===== src/rtl/keypad_scanner_mmio.sv =====
// Memory-mapped 4x4 keypad scanner: column sweep, debounced press map and
// a STATUS/DATA/CTRL register window on the CPU data bus.
module keypad_scanner_mmio #(
  parameter logic [31:0] BASE_ADDR = 32'hFFFF_0010,
  parameter int          SCAN_DIV  = 50000,
  parameter int          DEBOUNCE  = 4
) (
  input  logic        clk,
  input  logic        rst_n,
  input  logic [31:0] address,
  input  logic [31:0] data_in,
  input  logic        wen,
  output logic [31:0] data_out,
  output logic        hit,
  output logic [3:0]  cols,
  input  logic [3:0]  rows
);

  localparam int DIVW = (SCAN_DIV > 2) ? $clog2(SCAN_DIV) : 1;
  localparam int CNTW = $clog2(DEBOUNCE + 1);
  localparam logic [DIVW-1:0] DIV_LAST = DIVW'(SCAN_DIV - 2);
  localparam logic [CNTW-1:0] CNT_MAX  = CNTW'(DEBOUNCE);

  typedef enum logic [1:0] {
    S_OFF    = 2'd0,
    S_DRIVE  = 2'd1,
    S_SAMPLE = 2'd2,
    S_EVAL   = 2'd3
  } state_t;

  state_t            r_state;
  logic [3:0]        r_cols;
  logic [1:0]        r_col;
  logic [DIVW-1:0]   r_div;
  logic [CNTW-1:0]   r_cnt;
  logic [15:0]       r_map;
  logic [15:0]       r_prev;
  logic [15:0]       r_stable;
  logic [3:0]        r_rows_s1;
  logic [3:0]        r_rows_s2;
  logic              r_en;
  logic              r_valid;
  logic              r_ovf;
  logic [3:0]        r_data;

  logic              w_sel_status;
  logic              w_sel_data;
  logic              w_sel_ctrl;
  logic              w_w1c;
  logic              w_ctrl_wr;
  logic              w_en_nxt;
  logic [CNTW-1:0]   w_cnt_nxt;
  logic              w_accept;
  logic [15:0]       w_new;
  logic              w_event;
  logic [3:0]        w_code;
  logic              w_unused;

  // Index of the lowest set bit; callers guarantee a nonzero map.
  function automatic logic [3:0] f_lowest(input logic [15:0] m);
    logic [3:0] idx;
    idx = 4'd0;
    for (int i = 15; i >= 0; i--) begin
      if (m[i]) idx = 4'(i);
    end
    return idx;
  endfunction

  assign w_sel_status = (address == BASE_ADDR);
  assign w_sel_data   = (address == BASE_ADDR + 32'd4);
  assign w_sel_ctrl   = (address == BASE_ADDR + 32'd8);
  assign hit          = w_sel_status | w_sel_data | w_sel_ctrl;
  assign w_w1c        = wen & w_sel_status & data_in[0];
  assign w_ctrl_wr    = wen & w_sel_ctrl;
  assign w_en_nxt     = w_ctrl_wr ? data_in[0] : r_en;
  assign cols         = r_cols;
  assign w_unused     = &{1'b0, data_in[31:1]};

  // Read mux for the register window.
  always_comb begin
    data_out = 32'd0;
    if (w_sel_status) begin
      data_out = {30'd0, r_ovf, r_valid};
    end else if (w_sel_data) begin
      data_out = {28'd0, r_data};
    end else if (w_sel_ctrl) begin
      data_out = {31'd0, r_en};
    end else begin
      data_out = 32'd0;
    end
  end

  // Debounce bookkeeping evaluated at the end of each sweep.
  always_comb begin
    w_cnt_nxt = CNTW'(1);
    if (r_map == r_prev) begin
      if (r_cnt == CNT_MAX) begin
        w_cnt_nxt = r_cnt;
      end else begin
        w_cnt_nxt = r_cnt + CNTW'(1);
      end
    end else begin
      w_cnt_nxt = CNTW'(1);
    end
  end

  assign w_accept = (w_cnt_nxt == CNT_MAX);
  assign w_new    = r_map & ~r_stable;
  assign w_event  = (r_state == S_EVAL) & w_en_nxt & w_accept & (|w_new);
  assign w_code   = f_lowest(w_new);

  // Two-flop synchronizer for the asynchronous row inputs.
  always_ff @(posedge clk or negedge rst_n) begin
    if (!rst_n) begin
      r_rows_s1 <= 4'b1111;
      r_rows_s2 <= 4'b1111;
    end else begin
      r_rows_s1 <= rows;
      r_rows_s2 <= r_rows_s1;
    end
  end

  // Column scan FSM; disabling mid-sample drops that sample with the sweep state.
  always_ff @(posedge clk or negedge rst_n) begin
    if (!rst_n) begin
      r_state  <= S_OFF;
      r_cols   <= 4'b1111;
      r_col    <= 2'd0;
      r_div    <= '0;
      r_cnt    <= '0;
      r_map    <= 16'd0;
      r_prev   <= 16'd0;
      r_stable <= 16'd0;
    end else if (!w_en_nxt) begin
      r_state <= S_OFF;
      r_cols  <= 4'b1111;
      r_col   <= 2'd0;
      r_div   <= '0;
      r_cnt   <= '0;
      r_map   <= 16'd0;
      r_prev  <= 16'd0;
    end else begin
      case (r_state)
        S_OFF: begin
          if (r_en) begin
            r_state <= S_DRIVE;
            r_col   <= 2'd0;
            r_div   <= '0;
            r_cols  <= 4'b1110;
          end else begin
            r_state <= S_OFF;
          end
        end
        S_DRIVE: begin
          if (r_div == DIV_LAST) begin
            r_state <= S_SAMPLE;
          end else begin
            r_div <= r_div + DIVW'(1);
          end
        end
        S_SAMPLE: begin
          r_map[{r_col, 2'b00} +: 4] <= ~r_rows_s2;
          if (r_col == 2'd3) begin
            r_state <= S_EVAL;
          end else begin
            r_state <= S_DRIVE;
            r_col   <= r_col + 2'd1;
            r_div   <= '0;
            r_cols  <= ~(4'b0001 << (r_col + 2'd1));
          end
        end
        S_EVAL: begin
          r_cnt  <= w_cnt_nxt;
          r_prev <= r_map;
          if (w_accept) begin
            r_stable <= r_map;
          end else begin
            r_stable <= r_stable;
          end
          r_state <= S_DRIVE;
          r_col   <= 2'd0;
          r_div   <= '0;
          r_cols  <= 4'b1110;
        end
        default: begin
          r_state <= S_OFF;
          r_cols  <= 4'b1111;
        end
      endcase
    end
  end

  // CPU-visible registers; a press event takes priority over a same-edge clear.
  always_ff @(posedge clk or negedge rst_n) begin
    if (!rst_n) begin
      r_en    <= 1'b0;
      r_valid <= 1'b0;
      r_ovf   <= 1'b0;
      r_data  <= 4'd0;
    end else begin
      r_en <= w_en_nxt;
      if (w_event && w_w1c) begin
        r_data  <= w_code;
        r_valid <= 1'b1;
        r_ovf   <= r_valid;
      end else if (w_event) begin
        if (!r_valid) begin
          r_data  <= w_code;
          r_valid <= 1'b1;
        end else begin
          r_ovf <= 1'b1;
        end
      end else if (w_w1c) begin
        r_valid <= 1'b0;
        r_ovf   <= 1'b0;
      end else begin
        r_valid <= r_valid;
      end
    end
  end

endmodule

===== config.mk =====
export PLATFORM = sky130hd
export DESIGN_NAME = keypad_scanner_mmio
export DESIGN_NICKNAME = d
export VERILOG_FILES = /design/src/rtl/keypad_scanner_mmio.sv
export SDC_FILE = /design/constraint.sdc
export NUM_CORES = 1
export LEC_CHECK = 0
export BUFFER_PORTS_ARGS = -buffer_cell sky130_fd_sc_hd__buf_2
export CAP_MARGIN = 10
export CORE_MARGIN = 1.5
export CORE_UTILIZATION = 40
export DETAILED_ROUTE_END_ITERATION = 16
export PLACE_DENSITY = 0.73
export SLEW_MARGIN = 0
export SYNTH_ARGS = -nofsm -noshare
export SYNTH_HDL_FRONTEND = slang
export SYNTH_SLANG_ARGS = --single-unit

===== constraint.sdc =====
create_clock -name clk -period 3.05 [get_ports clk]
set_clock_uncertainty 0.05 [all_clocks]
set_input_delay 0.61 -clock clk [delete_from_list [all_inputs] [get_ports clk]]
set_output_delay 0.61 -clock clk [all_outputs]
set_load 0.05 [all_outputs]

## Word level (Yosys, flattened, before mapping)

Index checks and enable logic that the tools add are counted.

- Equality and inequality tests: 20
- Add/sub/neg operators: 4
- Divide/modulo/power cells: 0
- Shift operators: 3
- Multiply operators: 0
- Reductions and logical operators: 10
- Magnitude comparators: 0
- Bitwise operators: 12
- Multiplexer cells: 56

Operators by type and width:

| kind | number |
|---|---|
| 16-bit two-way mux | 8 |
| 32-bit == test (second input constant) | 3 |
| 4-bit two-way mux | 22 |
| 32-bit two-way mux | 2 |
| 16-bit one-hot mux with 4 select lines | 1 |
| 16-bit by 1-bit adder with 16-bit output (second input constant) | 1 |
| 16-bit AND | 1 |
| 16-bit bitwise mux | 1 |
| 16-bit == test | 1 |
| 16-bit == test (second input constant) | 1 |
| 16-bit NOT | 1 |
| 16-bit OR reduction | 1 |
| 4-bit by 6-bit variable shift with 16-bit output (first input constant) | 1 |
| 4-bit by 6-bit variable part select with 16-bit output | 1 |
| 2-bit two-way mux | 6 |
| 3-bit two-way mux | 4 |
| 3-bit inequality test (second input constant) | 4 |
| 4-bit one-hot mux with 3 select lines | 1 |
| 1-bit two-way mux | 9 |
| 3-bit AND reduction | 3 |
| 4-bit NOT | 2 |
| 2-bit one-hot mux with 4 select lines | 1 |
| 1-bit AND | 6 |
| 2-bit == test (second input constant) | 3 |
| 16 further kinds | 21 |

- Output and inout port bits: 37
- Word-level logic and storage cells: 119
- Latch bits: 0
- Memories kept: 0
- Memory bits (read-only): 0
- Flip-flop bits (word level): 90
- Memory bits (writable): 0
- Input port bits: 71

## Longest topological paths before layout

- Word-level depth: 21
- Gate-level depth with buffers: 10
- Depth with buffers taken out: 8

## Worst setup path before layout

OpenSTA, ideal clock, no wires.

- Path kind: in2out
- Start point: input port address[7]
- End point: output port data_out[1]
- Arrival time: 2.431 ns
- Data required time: 2.390 ns
- Stages: 4
- Slack: -0.041 ns
- Path through: nor4b_1 -> and4_1 -> nand2_1 -> nor3_1

- Cells in the longest elaborated chain, start to end: 3

Ends and longest elaborated chain:

| item | RTL line | text |
|---|---|---|
| from (decl) | 10 | `input logic [31:0] address,` |
| 32-bit == test | 70 | `assign w_sel_data = (address == BASE_ADDR + 32'd4);` |
| 32-bit two-way mux | 84 | `end else if (w_sel_data) begin` |
| 32-bit two-way mux * | 82 | `if (w_sel_status) begin` |
| to (decl) | 13 | `output logic [31:0] data_out,` |

Every way passes the cells marked *; elsewhere a longest branch is shown, timed or not.

## Worst setup path after layout

- Start point: input port address[15]
- End point: output port data_out[3]

The elaborated chain is that of the path after synthesis.

==> flow_summary.yaml <==
outcome:
  status: "complete, no violations"
logic_synthesis:
  synth_cells: 521
  ys_top_cells_by_area: "dfrtp_1, dfstp_2, a21oi_1, mux2_2, buf_4"
  synth-main-ff-cell: "dfrtp_1"
  synth_area_leader_cell: "dfrtp_1"
  yosysWarnings: 0
  synth_area_per_cell_sq_um: 9.592
  synth_edf_count: 0
  synth_cell_types: 63
  synth-async-reset-ratio_pct: 100.0
  synth_top_cell_area_share_pct: 39.06
  ys_seq_area_share_pct: 45.37
  synth_area_sq_um: 4997
  ys_seq_elements: 90
final_layout:
  multi_input_area_sq_um: 2466
  fillers: 1154
  drive_above_1_share_pct: 22.32
  area_growth_pct: 14.45
  fin_cells: 746
  nNetsFinal: 653
  num_antenna_cells: 0
  seq_area_sq_um: 2267
floorplan:
  rows: 40
  design.portCount: 108
  start_util_pct: 41.26
  dieArea_sq_um: 13170
  dieWidth_um: 114.8
  fp.coreArea_sq_um: 12110
  die_h_um: 114.8
global_routing:
  grt_usage_pct: 17.38
  overflow: 0
  antenna_found_initial: 0
  grt_max_degree: 84
  grt_pass1_wl_um: 18040
  grt_pass1_vias: 3783
setup_path:
  critPathArrivalTime_ns: 2.21
  crit_chain: "buf_2 > nor4bb_1 > and4_1 > nand2_1 > nor2_1 > and3_1 > buf_2"
  slowest_delay_ns: 0.37
  setup.worst_path.start_class: "primary input"
  worstReg2RegStart: "r_map[8]"
  crit_path_end: "data_out[3]"
  crit_path_start: "address[15]"
  r2r_slack_ns: 0.38
  worstSetupPathType: "primary input to output port"
  cp.required_ns: 2.39
  regToRegEndpoint: "r_data[1]"
  worst_r2r_path_depth: 7
  cp_slowest_cell: "nor4bb_1"
  endpoint_kind: "output port"
  crit_top_cell: "buf_2"
  crit_fanout: 5
sta:
  setup_viol: 0
  relSlewSlack_pct: 30.88
  layout_worst_path_cycle_share_pct: 93.94
  worst_slack_ns: 0.1849
  rsz0062_at_grt: "no"
  setup_tns_ns: 0
  max_freq_ghz: 0.3490
  fin_crit_ns: 2.865
  finalHoldViolCount: 0
  tightest_slew_ns: 1.037
  slew_viol_final: 0
detailed_routing:
  wl_per_cell_um: 14.69
  via_per_inst: 5.304
  vias: 3957
  drcViolationCount: 0
  drtPass1Iterations: 5
  routed_wl_um: 10960
  ant_nets: 0
  drt_iter0_drc: 243
cts:
  clk_path_buf_depth: 2
  cts_root_buf: "clkbuf_16"
  cts_max_level: 3
  clk_pin_slew_ns: 0.06
  post-cts-setup-buffers: 0
  cts_num_sinks: 90
  cts_buffers: 9
  cts_tree: "done"
  clock_latency_ns: 0.35
placement:
  pre_cts_slack_ns: 0.002712
  gp_congestion: 0.7864
  place_inst: 730
  io_buffers: 48
  dpl.hpwl_um: 7897
power:
  p_seq_share_pct: 47.4
  switching_power_mw: 0.5957
  power_frac_clock_pct: 47.2
  ir_drop_v: 0.0002813
  p_int_mw: 1.954
  swShare_pct: 23.37
  leakage_nw: 2.462
  power_density_nw_per_um2: 445.7
  comb_power_share_pct: 5.4
flow_run:
  drv_cap: 0
hold_path:
  worst_hold_path_type: "primary input to flip-flop"
-- repair_timing --
action / 4_1_cts / 5_1_grt
setup endpoints to repair: 0 / 2
gates resized for setup: 0 / 2
hold buffers: 0 / 0
-- cells by family after synthesis --
logic type	synth area share, %
DFF	45.37
buffers and inverters	7.711
other	0.07504
adders and majority gates	2.253
and+or+nand+nor	22.78
muxes	4.682
AOI/OAI and AO/OA	14.32
xor gates and xnor gates	2.804
-- through the flow --
stage / total power [mW] / area (sq um) / util, % / hold WS [ns]
5_1_grt: 2.643 / 5719 / 47.22 / 0.2894
4_1_cts: 2.582 / 5707 / 47.12 / 0.2972
2_1_floorplan: 1.343 / 5104 / - / 0.2644
3_5_place_dp: 1.369 / 5386 / 44.47 / 0.2990
6_report: 2.549 / 5719 / 47.22 / 0.3061
3_3_place_gp: 1.367 / 5386 / 44.47 / 0.2974
-- Yosys cell counts (all sizes together) (12+ instances only) --
library cell / n
a21oi: 53
buf: 32
clkbuf: 18
dfrtp: 78
dfstp: 12
inv: 18
mux2: 19
nand2: 52
nand2b: 16
nand3: 12
nand4: 17
nor2: 43
nor4: 13
o31ai: 12
or4: 14
xnor2: 16
-- worst max-delay path: cells and delay by family --
kind	cells	cell delay, ns
buffers and inverters	2	0.36
and+or+nand+nor	5	1.24
-- power by group through the flow --
stage,Clock (mW),Combinational [mW],Sequential (mW)
after detailed placement,0,0.139,1.23
after floorplan,0,0.115,1.23
after CTS,1.23,0.139,1.21
after global routing,1.29,0.150,1.21
after global placement,0,0.137,1.23
final,1.20,0.138,1.21
-- cell type report --
cell class	count	area share, %
clock buffer	11	4.069
clock inverter	5	1.531
inverter	18	1.181
multi-input combinational	390	43.12
sequential	90	39.64
tap	168	3.675
timing repair buffer	64	6.782
-- worst min path at each step --
stage / startpoint / end / slack [ns] / cells after the start
after detailed placement: r_rows_s1[3] / r_rows_s2[3] / 0.30 / 0
after CTS: rows[1] / r_rows_s1[1] / 0.30 / 1
after global routing: rows[1] / r_rows_s1[1] / 0.29 / 1
final: rows[1] / r_rows_s1[1] / 0.31 / 1
after floorplan: rst_n / r_cnt[0] / 0.26 / 0
after global placement: r_rows_s1[3] / r_rows_s2[3] / 0.30 / 0
-- metal layers --
layer | wire length [um] | global-route usage (%)
met1 | 4717 | 20.75
met3 | 466 | 4.744
met4 | 78 | 3.951
met2 | 5693 | 31.38
met5 | 0 | 0
-- registers in the layout, summed over array words and instances (netlist names), 4 cells and up --
register	count
r_map	16
r_rows_s1	4
r_rows_s2	4
r_div	16
r_prev	16
r_stable	16
r_data	4
cols	4
-- placed cells by master (no fill, tap or decap), drive strengths merged, types with 13 or more instances in the layout --
master,instances
dfrtp,78
buf,64
a21oi,53
nand2,52
nor2,43
conb,28
mux2,19
inv,19
nand4,17
nand2b,16
xnor2,16
or4,14
nor4,13
(Power assumes the default switching activity.)
